### config.mk
export PLATFORM = sky130hd
export DESIGN_NAME = mm_engine_arbiter
export DESIGN_NICKNAME = d
export VERILOG_FILES = /design/src/rtl/attn_sched_pkg.sv /design/src/rtl/rr_pick.sv /design/src/rtl/mm_engine_arbiter.sv
export SDC_FILE = /design/constraint.sdc
export NUM_CORES = 1
export LEC_CHECK = 0
export BUFFER_PORTS_ARGS = -buffer_cell sky130_fd_sc_hd__buf_2
export CAP_MARGIN = 5
export CORE_MARGIN = 4
export CORE_UTILIZATION = 25
export DETAILED_ROUTE_END_ITERATION = 12
export PLACE_DENSITY = 0.41
export SYNTH_ARGS = -nofsm -noshare
export SYNTH_HDL_FRONTEND = slang
export SYNTH_HIERARCHICAL = 1
export SYNTH_SLANG_ARGS = --single-unit
### constraint.sdc
create_clock -name clk -period 2.5 [get_ports clk]
set_clock_uncertainty 0.15 [all_clocks]
set_input_delay 0.25 -clock clk [delete_from_list [all_inputs] [get_ports clk]]
set_output_delay 0.25 -clock clk [all_outputs]
set_load 0.02 [all_outputs]
### src/rtl/attn_sched_pkg.sv
// attn_sched_pkg: shared FSM state encoding and requester indices for the matmul engine arbiter
package attn_sched_pkg;
  typedef enum logic [1:0] {IDLE, START, BUSY, DONE} state_t;
  localparam int REQ_QKV = 0;
  localparam int REQ_QK  = 1;
  localparam int REQ_AV  = 2;
  localparam int REQ_MLP = 3;
endpackage

### src/rtl/rr_pick.sv
// rr_pick: combinational round-robin search starting at ptr, wrapping modulo NUM_REQ
module rr_pick #(
  parameter int NUM_REQ = 4,
  parameter int IW = 2
) (
  input  logic [NUM_REQ-1:0] req,
  input  logic [IW-1:0]      ptr,
  output logic [IW-1:0]      idx,
  output logic               found
);
  logic [IW-1:0] j;
  // scan from the farthest offset back to ptr so the nearest set bit at or after ptr wins
  always_comb begin
    found = |req;
    idx = '0;
    j = '0;
    for (int i = NUM_REQ - 1; i >= 0; i--) begin
      j = IW'((int'(ptr) + i) % NUM_REQ);
      if (req[j]) idx = j;
    end
  end
endmodule

### src/rtl/mm_engine_arbiter.sv
// mm_engine_arbiter: round-robin arbiter granting one requester at a time to the shared matmul engine
module mm_engine_arbiter
  import attn_sched_pkg::*;
#(
  parameter int NUM_REQ = 4,
  parameter int TIMEOUT = 4096,
  parameter int CNT_W = 16,
  localparam int IW = NUM_REQ > 1 ? $clog2(NUM_REQ) : 1
) (
  input  logic               clk,
  input  logic               rst,
  input  logic [NUM_REQ-1:0] req,
  output logic [NUM_REQ-1:0] grant,
  output logic [IW-1:0]      grant_idx,
  output logic [NUM_REQ-1:0] req_done,
  output logic               req_err,
  output logic               eng_start,
  input  logic               eng_done,
  output logic               eng_abort,
  output logic               busy
);
  localparam logic [CNT_W-1:0] TERM = CNT_W'(TIMEOUT - 1);
  state_t state_q, state_d;
  logic [NUM_REQ-1:0] req_q, req_d, grant_q, grant_d;
  logic [IW-1:0] gidx_q, gidx_d, ptr_q, ptr_d, win;
  logic [CNT_W-1:0] cnt_q, cnt_d;
  logic err_q, err_d, found;
  rr_pick #(.NUM_REQ(NUM_REQ), .IW(IW)) u_pick (
    .req(req_q),
    .ptr(ptr_q),
    .idx(win),
    .found(found)
  );
  // state and datapath registers
  always_ff @(posedge clk) begin
    if (rst) begin
      state_q <= IDLE;
      req_q <= '0;
      grant_q <= '0;
      gidx_q <= '0;
      ptr_q <= '0;
      cnt_q <= '0;
      err_q <= 1'b0;
    end else begin
      state_q <= state_d;
      req_q <= req_d;
      grant_q <= grant_d;
      gidx_q <= gidx_d;
      ptr_q <= ptr_d;
      cnt_q <= cnt_d;
      err_q <= err_d;
    end
  end
  // next-state: requests are registered before arbitration; the finishing owner is masked so its trailing req is not re-granted
  always_comb begin
    state_d = state_q;
    req_d = req & ~(state_q == DONE ? grant_q : '0);
    grant_d = grant_q;
    gidx_d = gidx_q;
    ptr_d = ptr_q;
    cnt_d = cnt_q;
    err_d = err_q;
    eng_abort = 1'b0;
    case (state_q)
      IDLE: if (found) begin
        state_d = START;
        grant_d = NUM_REQ'(1) << win;
        gidx_d = win;
      end
      START: begin
        state_d = BUSY;
        cnt_d = '0;
        err_d = 1'b0;
      end
      BUSY: if (eng_done) begin
        state_d = DONE;
        err_d = 1'b0;
      end else if (cnt_q == TERM) begin
        state_d = DONE;
        err_d = 1'b1;
        eng_abort = 1'b1;
      end else cnt_d = cnt_q + CNT_W'(1);
      DONE: begin
        state_d = IDLE;
        ptr_d = gidx_q == IW'(NUM_REQ - 1) ? '0 : gidx_q + IW'(1);
        grant_d = '0;
        gidx_d = '0;
      end
      default: state_d = IDLE;
    endcase
  end
  assign grant = grant_q;
  assign grant_idx = gidx_q;
  assign req_done = state_q == DONE ? grant_q : '0;
  assign req_err = state_q == DONE && err_q;
  assign eng_start = state_q == START;
  assign busy = state_q != IDLE;
endmodule

# Word-level counts from Yosys, hierarchy flattened
# Cells that the tools add are included.
# W data, S select, Z words.
[op_classes]
n_bitwise = 2
eq_ne = 9
addsub = 5
order_cmp = 4
reduce_logical = 10
n_shift = 1
muxes = 31
[ops]
columns = ["cell", "count"]
rows = [
  ["$mux W16", 2],
  ["$pmux W16 S2", 1],
  ["$mux W2", 9],
  ["$add A16 B1 Y16 const B", 1],
  ["$eq A16 B12 Y1 const B", 1],
  ["$lt A2 B3 Y1 const B", 4],
  ["$mux W1", 9],
  ["$bmux W1 S2", 4],
  ["$mux W4", 2],
  ["$pmux W2 S4", 1],
  ["$pmux W4 S2", 1],
  ["$eq A2 B2 Y1 const B", 3],
  ["$ne A2 B2 Y1 const B", 3],
  ["$reduce_and A2 Y1", 3],
  ["$reduce_bool A2 Y1", 3],
  ["$add A2 B1 Y2 const B", 2],
  ["$add A2 B2 Y2 const B", 2],
  ["$and A4 B4 Y4", 1],
  ["$not A4 Y4", 1],
  ["$pmux W2 S2", 1],
  ["$reduce_or A4 Y1", 1],
  ["$shl A1 B2 Y4 const A", 1],
  ["$ne A3 B3 Y1 const B", 1],
  ["$reduce_and A3 Y1", 1],
  ["other kinds (4)", 4],
]
[totals]
reg_bits = 31
output_inout_bits = 14
wordCells = 69
inputBits = 7

# Longest topological paths before layout
[logic_depth]
depth_word = 10
mapped_depth = 7
depth_no_buf = 6

# Modules after synthesis
# The synthesis kept the hierarchy.
[by_module_without_submodules]
columns = ["module", "area_per_inst_um2", "n_inst", "cells_each", "seq_area_each_um2"]
rows = [
  ["mm_engine_arbiter", 1685.4, 1, 189, 620.6],
  ["rr_pick", 77.6, 1, 13, 0.0],
]

# Least setup slack after synthesis
# Ideal clock, no wire load.
[synth_timing]
kind = "register to register"
from = "register cnt_q[0]"
to = "register err_q"
arrival_time_ns = 1.671
path_buffers = 1
setup_ns = 0.060
stages_incl_launch_ff = 7
synth_period_minus_slack_ns = 1.880
path_slack_ns = 0.620
t_required_ns = 2.290
cell_sequence = "dfxtp_1 > ha_1 > and4_1 > buf_4 > nand4_1 > nor3_1 > o21a_1"
[synth_between]
elab_chain_cells = 3
[synth_lines]
columns = ["element", "line_no", "source"]
rows = [
  ["start: declaration", "mm_engine_arbiter.sv:26", "logic [CNT_W-1:0] cnt_q, cnt_d;"],
  ["start signal: assignment", "mm_engine_arbiter.sv:50", "cnt_q <= cnt_d;"],
  ["$eq A16 B12 Y1", "mm_engine_arbiter.sv:78", "end else if (cnt_q == TERM) begin"],
  ["$ne A3 B3 Y1 (no source line)", "-", ""],
  ["$reduce_and A2 Y1 (no source line)", "-", ""],
  ["end signal: assignment", "mm_engine_arbiter.sv:51", "err_q <= err_d;"],
  ["end: declaration", "mm_engine_arbiter.sv:27", "logic err_q, err_d, found;"],
]
# No other way between the ends.
# A chain may end at the register's enable or synchronous reset.

# Worst setup path in the final report
[layout_timing]
from = "register cnt_q[0]"
to = "output eng_abort"
[layout_between]
elab_chain_cells = 4
[layout_lines]
columns = ["element", "line_no", "source"]
rows = [
  ["$eq A16 B12 Y1", "mm_engine_arbiter.sv:78", ""],
  ["$mux W1", "mm_engine_arbiter.sv:78", ""],
  ["$mux W1", "mm_engine_arbiter.sv:75", "BUSY: if (eng_done) begin"],
  ["$mux W1", "mm_engine_arbiter.sv:64", "case (state_q)"],
  ["end: declaration", "mm_engine_arbiter.sv:19", "output logic eng_abort,"],
]
# No other way between the ends.

==> results.yml <==
detailed_routing:
  routedWlPerCell_um: 13.7
  vias_per_cell: 4.64
  ant_nets: 0
  first_iter_violations: 69
  first_pass_iters: 4
  drt-total-wl_mm: 4.39
  num_vias: 1485
  route.detailed.drc: 0
worst_hold_path:
  hold_path.class: "primary input to register"
  whs_path_depth: 2
  worstHoldStart: "req[0]"
  worstHoldEndpoint: "req_q[0]"
grt:
  grt_pass1_vias: 1473
  grt_max_degree: 22
  antenna_found_initial: 0
  grt_pass1_wl_mm: 7.52
  grtUsageTotal_pct: 11.2
  grt.overflow.total: 0
synth:
  synthArstFlopShare_pct: 0
  syn-num-nets: 216
  synth-seq-cells: 31
  avgSynthCellArea_um2: 8.73
  synth_top_area_cell: "dfxtp_1"
  synth_edf_count: 0
  syn_inst: 202
  ys.flop_type: "dfxtp_1"
  synth.top_cells.by_area: "dfxtp_1 (35%), ha_1 (5.0%), a31oi_1 (4.3%)"
  synth.cell_area_um2: 1760
  synth.distinct_cells: 51
  yosysWarnings: 6
  synth_top_area_share_pct: 35.2
  synth-seq-area-share_pct: 35.2
worst_setup_path:
  regToRegStartpoint: "state_q[0]"
  worst_r2r_path_depth: 6
  cp_data_arrival_time_ps: 1840
  required_ps: 2100
  startpoint_type: "register"
  endpoint_kind: "output pin"
  cp_max_fo: 6
  reg2reg_slack_ps: 350
  crit_type: "register to output pin"
  r2r_end: "cnt_q[13]"
die:
  start_util_pct: 25.8
  placementRows: 30
  die_area_um2: 8460
  die_y_um: 92.0
  core_um2: 6830
  io_pins: 21
  die_w_um: 92.0
place:
  gp_congestion: 0.743
  place_area_um2: 1960
  io_buffers: 20
  place_inst: 312
  place_hpwl_mm: 3.30
sta:
  slew_viol_final: 0
  hold_violations: 0
  period_needed_ps: 2240
  fmax_mhz: 446
  setup_viol: 0
  min_period_over_period_pct: 89.7
  rsz0062_at_grt: "false"
  max_slew_margin_pct: 41.6
  tightest_slew_ps: 852
  setup-tns-final_ps: 0
layout:
  antennaDiodeCount: 0
  most-common-layout-cells: "dfxtp_1 (31), nor2_1 (20), buf_2 (20), a31oi_1 (12), nand2_1 (11)"
  fin_area_um2: 2050
  final_nets: 237
  final_common_cell: "dfxtp_1"
  layout-drive-gt1-share_pct: 19.6
  syn_to_final_growth_pct: 16.2
  fin_cells: 320
clock_tree:
  clk_latency_ps: 280
  postCtsSetupBuffers: 0
  cts_htree_levels: 2
  cts_buffers: 5
  cts.sinks: 31
  cts.clk_slew.worst_paths_ps: 70
  cts_tree: "built"
  clock_path_buffers: 2
  cts-root-buf: "clkbuf_8"
status:
  status: "completed"
power_and_ir_drop:
  powerDensity_nw_per_um2: 741
  p_leak_nw: 0.790
  vdd_drop_max_mv: 0.227
  finalPower_mw: 1.52
job:
  max-cap-violations: 0
-- cell usage after synthesis (2+ instances only) --
cell type / instances
ha_1: 7
buf_2: 4
and3_1: 2
a21o_1: 2
a31oi_1: 12
buf_4: 2
nor3b_1: 7
nand3b_1: 2
nor3_1: 3
o22ai_1: 2
and2_1: 7
and4_1: 2
a21oi_1: 10
a41oi_1: 3
a41oi_2: 2
nand4_1: 9
nor4b_1: 2
nand2b_1: 8
nand2_1: 11
dfxtp_1: 31
nand3_1: 5
o21a_1: 2
mux2i_1: 7
nor2_1: 20
clkbuf_1: 4
o21ai_0: 3
nor2b_1: 4
inv_1: 6
-- metal layers --
layer / part of all wire, % / GRT usage (%) / vias to the layer above
met2: 43 / 16.3 / 24
met5: 0 / 0 / -
met4: 1.4 / 4.46 / 0
li1: - / - / 794
met1: 52 / 16.0 / 662
met3: 3.5 / 2.21 / 5
-- where the power goes --
part	internal [mW]	switching, mW	leakage (nW)
Clock	0.190	0.200	0.0477
Sequential	0.533	0.0339	0.252
Combinational	0.206	0.353	0.490
-- through the flow --
stage	worst slack (ps)	utilization, %	hold slack, ps
2_1_floorplan	620	-	267
3_3_place_gp	403	28.7	349
6_report	258	30.0	76.6
4_1_cts	162	29.9	65.3
5_1_grt	81.8	30.0	75.3
3_5_place_dp	380	28.7	346
-- flip-flops by register name, summed over array words and instances (netlist names) --
signal / count
req_q: 4
grant_idx: 2
cnt_q: 16
ptr_q: 2
err_q: 1
state_q: 2
grant: 4
-- critical path, cell delays in order, from the launching register on --
cell     delay (ps)
dfxtp_1         380
ha_1            230
and4_1          370
nand4_1         200
nor3_2          180
buf_2           210
-- how the worst max path moves through the flow --
stage	startpoint	endpoint	slack, ps	cells after the start
final	cnt_q[0]	eng_abort	260	5
after global routing	cnt_q[1]	eng_abort	80	5
after CTS	cnt_q[0]	eng_abort	160	5
after detailed placement	state_q[0]	cnt_q[10]	380	6
after floorplan	cnt_q[0]	err_q	620	6
after global placement	state_q[0]	cnt_q[5]	400	6
-- kinds of logic after synthesis --
group	synth area share, %
adder cells (fa/ha/maj)	4.97
multiplexers	4.61
AND/OR/NAND/NOR	29.9
flip-flops	35.2
AO/OA/AOI/OAI	20.5
buffers and inverters	4.75
-- final cells by class --
type                    count  area (um^2)
multi-input cells         154         1060
inverters                   6         22.5
flip-flops and latches     31          621
clock inverters             3         15.0
fillers                   739         4780
well taps                  96          120
clock buffers               5         68.8
repair buffers             25          138
-- repair_timing --
action,in CTS,in global routing
endpoints found under the setup margin,0,1
hold buffers,0,0
gates resized for setup,0,1
endpoints found under the hold margin,0,0
Power figures use the tool's default switching activity.
